### src/rtl/cpu4_pkg.sv
// Shared definitions for the 4-bit multi-cycle control unit: FSM states,
// instruction classes, ALU opcodes and instruction field positions.
package cpu4_pkg;

   localparam int DATA_W = 4;
   localparam int PC_W   = 4;
   localparam int IR_W   = 10;

   typedef enum logic [2:0] {
      ST_IDLE,
      ST_FETCH,
      ST_DECODE,
      ST_EXEC,
      ST_WB,
      ST_HALTED
   } state_t;

   typedef enum logic [1:0] {
      CLS_ALU  = 2'b00,
      CLS_LDI  = 2'b01,
      CLS_JMP  = 2'b10,
      CLS_HALT = 2'b11
   } class_t;

   localparam logic [2:0] OP_ADD  = 3'd0;
   localparam logic [2:0] OP_SUB  = 3'd1;
   localparam logic [2:0] OP_INC  = 3'd2;
   localparam logic [2:0] OP_DEC  = 3'd3;
   localparam logic [2:0] OP_AND  = 3'd4;
   localparam logic [2:0] OP_OR   = 3'd5;
   localparam logic [2:0] OP_XOR  = 3'd6;
   localparam logic [2:0] OP_XNOR = 3'd7;

   localparam int CLS_HI    = 9;
   localparam int CLS_LO    = 8;
   localparam int OP_HI     = 7;
   localparam int OP_LO     = 5;
   localparam int RD_HI     = 3;
   localparam int RD_LO     = 2;
   localparam int RB_HI     = 1;
   localparam int RB_LO     = 0;
   localparam int LDI_RD_HI = 5;
   localparam int LDI_RD_LO = 4;
   localparam int IMM_HI    = 3;
   localparam int IMM_LO    = 0;
   localparam int JMP_COND  = 7;
   localparam int TGT_HI    = 3;
   localparam int TGT_LO    = 0;

endpackage

### src/rtl/cpu4_regfile.sv
// 4x4 register file: two combinational read ports, one synchronous write
// port, synchronous reset to zero. R0 is exported for observation.
module cpu4_regfile
   import cpu4_pkg::*;
(
   input  logic              clk,
   input  logic              rst,
   input  logic [1:0]        rd_addr_a,
   input  logic [1:0]        rd_addr_b,
   output logic [DATA_W-1:0] rd_data_a,
   output logic [DATA_W-1:0] rd_data_b,
   input  logic              wr_en,
   input  logic [1:0]        wr_addr,
   input  logic [DATA_W-1:0] wr_data,
   output logic [DATA_W-1:0] r0
);

   logic [DATA_W-1:0] regs_q [4];
   logic [DATA_W-1:0] regs_d [4];

   always_comb begin
      regs_d = regs_q;
      if (wr_en) begin
         regs_d[wr_addr] = wr_data;
      end
   end

   always_ff @(posedge clk) begin
      if (rst) begin
         for (int i = 0; i < 4; i++) begin
            regs_q[i] <= '0;
         end
      end else begin
         regs_q <= regs_d;
      end
   end

   assign rd_data_a = regs_q[rd_addr_a];
   assign rd_data_b = regs_q[rd_addr_b];
   assign r0        = regs_q[0];

endmodule

### src/rtl/cpu4_control_unit.sv
// Multi-cycle control unit for a tiny 4-bit CPU: sequences fetch/decode/
// execute/writeback around an external ALU and an internal register file.
module cpu4_control_unit
   import cpu4_pkg::*;
(
   input  logic              clk,
   input  logic              rst,
   input  logic              start,
   output logic [PC_W-1:0]   prog_addr,
   input  logic [IR_W-1:0]   prog_data,
   output logic [2:0]        alu_opcode,
   output logic [DATA_W-1:0] alu_a,
   output logic [DATA_W-1:0] alu_b,
   input  logic [DATA_W-1:0] alu_result,
   input  logic              alu_co,
   input  logic              alu_of,
   input  logic              alu_z,
   output logic              flag_co,
   output logic              flag_of,
   output logic              flag_z,
   output logic              busy,
   output logic              halted,
   output logic [DATA_W-1:0] r0
);

   state_t            state_q, state_d;
   logic [PC_W-1:0]   pc_q, pc_d;
   logic [IR_W-1:0]   ir_q, ir_d;
   logic [2:0]        alu_opcode_q, alu_opcode_d;
   logic [DATA_W-1:0] alu_a_q, alu_a_d;
   logic [DATA_W-1:0] alu_b_q, alu_b_d;
   logic [DATA_W-1:0] result_q, result_d;
   logic              flag_co_q, flag_co_d;
   logic              flag_of_q, flag_of_d;
   logic              flag_z_q, flag_z_d;

   logic [DATA_W-1:0] rd_data_a, rd_data_b;
   logic              wr_en;
   logic [1:0]        wr_addr;
   logic [DATA_W-1:0] wr_data;

   class_t ir_class;
   assign ir_class = class_t'(ir_q[CLS_HI:CLS_LO]);

   cpu4_regfile u_regfile (
      .clk       (clk),
      .rst       (rst),
      .rd_addr_a (ir_q[RD_HI:RD_LO]),
      .rd_addr_b (ir_q[RB_HI:RB_LO]),
      .rd_data_a (rd_data_a),
      .rd_data_b (rd_data_b),
      .wr_en     (wr_en),
      .wr_addr   (wr_addr),
      .wr_data   (wr_data),
      .r0        (r0)
   );

   always_ff @(posedge clk) begin
      if (rst) begin
         state_q      <= ST_IDLE;
         pc_q         <= '0;
         ir_q         <= '0;
         alu_opcode_q <= '0;
         alu_a_q      <= '0;
         alu_b_q      <= '0;
         result_q     <= '0;
         flag_co_q    <= 1'b0;
         flag_of_q    <= 1'b0;
         flag_z_q     <= 1'b0;
      end else begin
         state_q      <= state_d;
         pc_q         <= pc_d;
         ir_q         <= ir_d;
         alu_opcode_q <= alu_opcode_d;
         alu_a_q      <= alu_a_d;
         alu_b_q      <= alu_b_d;
         result_q     <= result_d;
         flag_co_q    <= flag_co_d;
         flag_of_q    <= flag_of_d;
         flag_z_q     <= flag_z_d;
      end
   end

   always_comb begin
      state_d      = state_q;
      pc_d         = pc_q;
      ir_d         = ir_q;
      alu_opcode_d = alu_opcode_q;
      alu_a_d      = alu_a_q;
      alu_b_d      = alu_b_q;
      result_d     = result_q;
      flag_co_d    = flag_co_q;
      flag_of_d    = flag_of_q;
      flag_z_d     = flag_z_q;
      wr_en        = 1'b0;
      wr_addr      = ir_q[RD_HI:RD_LO];
      wr_data      = result_q;

      case (state_q)
         ST_IDLE: begin
            if (start) begin
               pc_d    = '0;
               state_d = ST_FETCH;
            end
         end
         ST_FETCH: begin
            ir_d    = prog_data;
            state_d = ST_DECODE;
         end
         ST_DECODE: begin
            case (ir_class)
               CLS_ALU: begin
                  alu_opcode_d = ir_q[OP_HI:OP_LO];
                  alu_a_d      = rd_data_a;
                  alu_b_d      = rd_data_b;
                  state_d      = ST_EXEC;
               end
               CLS_LDI: begin
                  wr_en   = 1'b1;
                  wr_addr = ir_q[LDI_RD_HI:LDI_RD_LO];
                  wr_data = ir_q[IMM_HI:IMM_LO];
                  pc_d    = pc_q + 4'd1;
                  state_d = ST_FETCH;
               end
               CLS_JMP: begin
                  // Conditional jumps see the flag value registered before this cycle
                  if (!ir_q[JMP_COND] || flag_z_q) begin
                     pc_d = ir_q[TGT_HI:TGT_LO];
                  end else begin
                     pc_d = pc_q + 4'd1;
                  end
                  state_d = ST_FETCH;
               end
               default: begin
                  state_d = ST_HALTED;
               end
            endcase
         end
         ST_EXEC: begin
            result_d  = alu_result;
            flag_co_d = alu_co;
            flag_of_d = alu_of;
            flag_z_d  = alu_z;
            state_d   = ST_WB;
         end
         ST_WB: begin
            wr_en   = 1'b1;
            pc_d    = pc_q + 4'd1;
            state_d = ST_FETCH;
         end
         ST_HALTED: begin
            state_d = ST_HALTED;
         end
         default: begin
            state_d = ST_IDLE;
         end
      endcase
   end

   assign prog_addr  = pc_q;
   assign alu_opcode = alu_opcode_q;
   assign alu_a      = alu_a_q;
   assign alu_b      = alu_b_q;
   assign flag_co    = flag_co_q;
   assign flag_of    = flag_of_q;
   assign flag_z     = flag_z_q;
   // Status is masked while reset is asserted, before the reset edge lands
   assign busy       = !rst && (state_q != ST_IDLE) && (state_q != ST_HALTED);
   assign halted     = !rst && (state_q == ST_HALTED);

endmodule

### config.mk
export PLATFORM = sky130hd
export DESIGN_NAME = cpu4_control_unit
export DESIGN_NICKNAME = d
export VERILOG_FILES = /design/src/rtl/cpu4_pkg.sv /design/src/rtl/cpu4_regfile.sv /design/src/rtl/cpu4_control_unit.sv
export SDC_FILE = /design/constraint.sdc
export NUM_CORES = 1
export LEC_CHECK = 0
export ABC_CLOCK_PERIOD_IN_PS = 2460
export CORE_MARGIN = 4
export CORE_UTILIZATION = 67
export CTS_CLUSTER_DIAMETER = 30
export DETAILED_ROUTE_END_ITERATION = 6
export DONT_BUFFER_PORTS = 1
export GPL_ROUTABILITY_DRIVEN = 0
export PLACE_DENSITY = 0.94
export SYNTH_ARGS = -nofsm -noshare
export SYNTH_HDL_FRONTEND = slang
export SYNTH_SLANG_ARGS = --single-unit
### constraint.sdc
create_clock -name clk -period 2.46 [get_ports clk]
set_input_delay 0.492 -clock clk [delete_from_list [all_inputs] [get_ports clk]]
set_output_delay 0.492 -clock clk [all_outputs]
set_load 0.02 [all_outputs]
### After elaboration in Yosys (flattened, before gate mapping)

Cells that the tools add are included.

* register bits after elaboration: 51
* input bits: 20
* output and inout port bits: 24
* logic and storage cells: 68

* add/subtract/negate cells: 1
* order comparisons: 4
* eq/ne operators: 10
* muxes and demuxes: 22
* bitwise gates (word level): 3
* reductions and logical operators: 14

Operator list (count)
* 4-bit two-way mux: 9
* 3-bit one-hot mux with 6 select lines: 1
* 4-bit binary-select mux with 2-bit select: 2
* 16-bit bitwise mux: 1
* 4-bit one-hot mux with 3 select lines: 1
* 3-bit >= comparator (second input constant): 3
* 2-bit inverter with 3-bit output: 3
* 4-bit demux with 2-bit select: 1
* 4-bit one-hot mux with 2 select lines: 1
* 3-bit by 2-bit equality test with 1-bit output (second input constant): 2
* 3-bit equality test (second input constant): 2
* 3-bit one-hot mux with 2 select lines: 1
* 3-bit nonzero test: 2
* 4-bit by 1-bit adder with 4-bit output (second input constant): 1
* 1-bit logical AND: 4
* 2-bit two-way mux: 2
* 3-bit by 1-bit equality test with 1-bit output (second input constant): 1
* 3-bit zero test: 1
* 3-bit by 1-bit less-than comparator with 1-bit output (second input constant): 1
* 3-bit two-way mux: 1
* 3-bit by 2-bit inequality test with 1-bit output (second input constant): 1
* 3-bit inequality test (second input constant): 1
* 3-bit AND reduction: 1
* 2-bit by 1-bit equality test with 1-bit output (second input constant): 1
* other kinds (9): 10

### Longest topological paths before layout

* depth after elaboration: 9
* mapped depth: 7
* mapped depth without buffers: 5

### Cells and area by module

Synthesis repeated with hierarchy kept, for this count alone.

* cell total of the unflattened synthesis: 255
* area, all modules: 2462.4 um^2

Modules (own cells, without submodules)
* cpu4_control_unit: instances 1, cells each 183, area each 1591.5 um^2, sequential area each 700.7 um^2
* cpu4_regfile: instances 1, cells each 72, area each 870.8 um^2, sequential area each 320.3 um^2

### Worst setup path before layout

Ideal clock, no wire load.

* kind: input to output
* from: input rst
* to: output halted
* arrival: 1.362 ns
* required time: 1.968 ns
* setup slack: 0.606 ns
* cell stages on the path: 3
* path buffers: 2
* cell sequence: clkbuf_1 -> clkbuf_1 -> nor3_1

* longest elaborated chain between the ends: 2

RTL lines
* start: declaration: line cpu4_control_unit.sv:7 `input logic rst,`
* 1-bit zero test: line cpu4_control_unit.sv:169 `assign halted = !rst && (state_q == ST_HALTED);`
* 1-bit logical AND: line cpu4_control_unit.sv:169
* end: declaration: line cpu4_control_unit.sv:22 `output logic halted,`

Every way passes these cells.

### Worst setup path after layout

* from: register state_q[0]
* to: output halted

* longest elaborated chain between the ends: 2

RTL lines
* start: declaration: line cpu4_control_unit.sv:26 `state_t state_q, state_d;`
* start signal: assignment: line cpu4_control_unit.sv:71 `state_q <= state_d;`
* 3-bit equality test: line cpu4_control_unit.sv:169
* 1-bit logical AND: line cpu4_control_unit.sv:169

Every way passes these cells.

==> impl_metrics.py <==
metrics = {
    "power": {
        "pwr-share-seq_pct": 59.8,
        "p_sw_uw": 375.1,
        "p_leak_nw": 0.9168,
        "p_clk_share_pct": 31.0,
        "switching_share_pct": 25.20,
        "vdd_drop_max_v": 0.0003424,
        "power_density_nw_per_um2": 608.1,
        "pwr-share-comb_pct": 9.1,
        "p_int_mw": 1.113,
    },
    "setup_path": {
        "rr_startpoint": "state_q[2]$_SDFFE_PP0P_",
        "cpPeakStageDelay_ps": 480,
        "r2r_slack_ps": 530,
        "crit_path_top_delay_cell": "dfxtp_1",
        "start_kind": "flip-flop",
        "critPathCaptureType": "output pin",
        "path_cells": "buf_4, nand2b_1, nor3_1, buf_4",
        "worstSetupPathType": "flip-flop to output pin",
        "crit_fanout": 12,
        "arrival_ps": 1680,
        "cp.required_ps": 1970,
        "path_common_cell": "buf_4",
        "regToRegEndpoint": "u_regfile.regs_q[8]$_SDFFE_PP0P_",
        "r2r_cells": 6,
    },
    "clocking": {
        "cts_resized": 0,
        "clk_latency_ps": 380,
        "tritoncts": "done",
        "cts_hold_buf": 0,
        "cts_buffer_depth": 2,
        "cts_setup_buffers": 0,
        "cts_root_buffer": "clkbuf_4",
        "clkTransAtPathRegs_ps": 130,
        "cts_sinks": 51,
        "cts_buffers": 5,
        "htreeDepth": 2,
    },
    "worst_hold_path": {
        "min_path_type": "primary input to flip-flop",
        "min_path_cells": 1,
        "worstHoldStart": "rst",
        "hold_end": "state_q[0]$_SDFFE_PP0P_",
    },
    "yosys": {
        "synthArstFlopShare_pct": 0,
        "syn-cell-area_um2": 2386,
        "yosys.area.top_type": "dfxtp_1",
        "netlist-cell-type-count": 38,
        "syn_avg_cell_area_um2": 9.284,
        "synth.area.top_cells": "dfxtp_1 (43%), mux2i_1 (11%), mux4_2 (7.6%)",
        "seq_area_frac_synth_pct": 42.79,
        "synth_top_area_share_pct": 42.79,
        "ys_seq_elements": 51,
        "synthesis.nets": 278,
        "yosys_warnings": 0,
        "yosys_most_used_dff": "dfxtp_1",
        "synth_cells": 257,
        "synth_edf_count": 0,
        "synth_most_common_cell": "dfxtp_1",
        "synth_commonest_cells": "dfxtp_1 (51), nor2_1 (40), nand2_1 (33), mux2i_1 (26), a21oi_1 (22)",
    },
    "timing": {
        "hold_violations": 0,
        "period_needed_ps": 2174,
        "drv_slew": 0,
        "tightest_slew_ps": 702.2,
        "rsz0062_at_grt": "no",
        "skew_ps": 15.01,
        "fin_tns_setup_ps": 0,
        "slew_headroom_pct": 52.97,
        "setup_violations": 0,
        "fin_hold_ws_ps": 171.8,
        "clock.fmax_mhz": 460.0,
        "fin_ws_ps": 285.9,
        "final.period_utilization_pct": 88.38,
    },
    "place": {
        "hpwl_um": 3651,
        "place_area_um2": 2372,
        "numPortBuffers": 0,
        "dp_slack_ps": 563.3,
        "placedCellCount": 288,
    },
    "global_route": {
        "grt_overflow_total": 0,
        "grt_pass1_vias": 1811,
        "antenna_found_initial": 0,
        "grt_use_total_pct": 25.04,
        "grt_max_degree": 55,
        "grt_pass1_wl_um": 8493,
    },
    "job": {
        "maxCapViolCount": 0,
    },
    "die": {
        "num_rows": 21,
        "die_h_um": 67.68,
        "initial_utilization_pct": 70.39,
        "dieWidth_um": 67.68,
        "io_pins": 44,
        "coreArea_um2": 3390,
        "die_area_um2": 4580,
    },
    "routing": {
        "vias": 1872,
        "drt_iter0_drc": 251,
        "first_pass_iters": 4,
        "wl_per_cell_um": 17.66,
        "viasPerCell": 6.346,
        "routed_wl_um": 5211,
        "drc": 0,
        "ant_nets": 0,
    },
    "cells_and_area": {
        "regArea_um2": 1021,
        "fillCellCount": 229,
        "antenna_cells": 0,
        "fin_area_um2": 2447,
        "final_cells": 295,
        "area_delta_synth_final_pct": 2.570,
        "post_route_cells_drive_above_1_share_pct": 12.45,
        "multi_input_area_um2": 1237,
        "finalNetCount": 270,
    },
    "run_status": {
        "status": "completed",
    },
}
## cell usage in the layout, fill, tap and decap left out
cell        instances
a211oi_1            3
a21oi_1            22
a2bb2oi_1           1
a31oi_1             5
a32o_2              1
a32oi_1             2
and2_1              1
buf_4               5
bufinv_16           1
clkbuf_4            5
clkinvlp_4          1
dfxtp_1            51
ha_1                1
inv_1               5
mux2_2              5
mux2i_1            26
mux4_2              8
nand2_1            33
nand2b_1            3
nand2b_4            1
nand3_1             9
nor2_1             40
nor2_4              1
nor2b_1             2
nor3_1              2
nor3b_1             1
nor3b_2             1
nor4b_4             1
o21a_1              1
o21ai_1             1
o22a_1              1
o31ai_1             1
o32ai_1             2
or2_2               1
or3_1               2
or3b_1              1
xor2_1              2
## power groups by stage
| stage | clock network (mW) | registers [mW] | logic [mW] |
|---|---|---|---|
| floorplan | 0 | 0.886 | 0.137 |
| global placement | 0 | 0.907 | 0.128 |
| detailed placement | 0 | 0.909 | 0.134 |
| CTS | 0.469 | 0.891 | 0.135 |
| global route | 0.506 | 0.897 | 0.148 |
| finish | 0.462 | 0.891 | 0.136 |
## layer usage
metal / share of wire, % / vias to the layer above / global-route usage [%]
met5: 0 / - / 0
met4: 1.9 / 0 / 10.38
met3: 8.9 / 12 / 8.985
met2: 48 / 92 / 39.73
met1: 41 / 887 / 30.64
li1: - / 881 / -
## logic make-up (layout without fill, tap and decap cells)
kind of cell,count (synthesis),in the layout,synth area share (%)
AO/OA/AOI/OAI,40,40,10.38
buffers and inverters,25,17,5.349
flip-flops,51,51,42.79
XOR/XNOR,2,2,0.7343
AND/OR/NAND/NOR,99,99,19.40
adder cells (fa/ha/maj),1,1,0.5243
multiplexers,39,39,20.82
## worst max-delay path by stage
| stage | startpoint | to | slack, ps | cells after the start |
|---|---|---|---|---|
| floorplan | rst | halted | 610 | 3 |
| global placement | state_q[2]$_SDFFE_PP0P_ | u_regfile.r0[2]$_SDFFE_PP0P_ | 640 | 5 |
| detailed placement | state_q[2]$_SDFFE_PP0P_ | u_regfile.regs_q[8]$_SDFFE_PP0P_ | 560 | 5 |
| CTS | state_q[0]$_SDFFE_PP0P_ | halted | 290 | 4 |
| global route | state_q[0]$_SDFFE_PP0P_ | halted | 170 | 4 |
| finish | state_q[0]$_SDFFE_PP0P_ | halted | 290 | 4 |
## per-stage QoR
step | total power [mW] | utilization, %
floorplan | 1.023 | -
global placement | 1.036 | 69.99
detailed placement | 1.043 | 69.99
CTS | 1.496 | 72.20
global route | 1.550 | 72.20
finish | 1.488 | 72.20
## critical path, delay by kind of cell, from the launching register on
| kind | cells | cell delay [ps] |
|---|---|---|
| buffers and inverters | 2 | 430 |
| flip-flops | 1 | 480 |
| AND/OR/NAND/NOR | 2 | 400 |
## registers in the layout, summed over array words and instances, names as in the netlist
signal / count
alu_b: 4
u_regfile.regs_q: 12
result_q: 4
u_regfile.r0: 4
flag_z: 1
flag_co: 1
state_q: 3
alu_a: 4
prog_addr: 4
flag_of: 1
ir_q: 10
alu_opcode: 3
## cell type report
cell class,count,share of cell area [%]
clock buffers,5,1.534
well taps,46,2.352
multi-input cells,181,50.56
repair buffers,5,1.534
flip-flops and latches,51,41.72
clock inverters,2,1.534
inverters,5,0.7669
No activity file was read; power rests on OpenSTA's default activity.
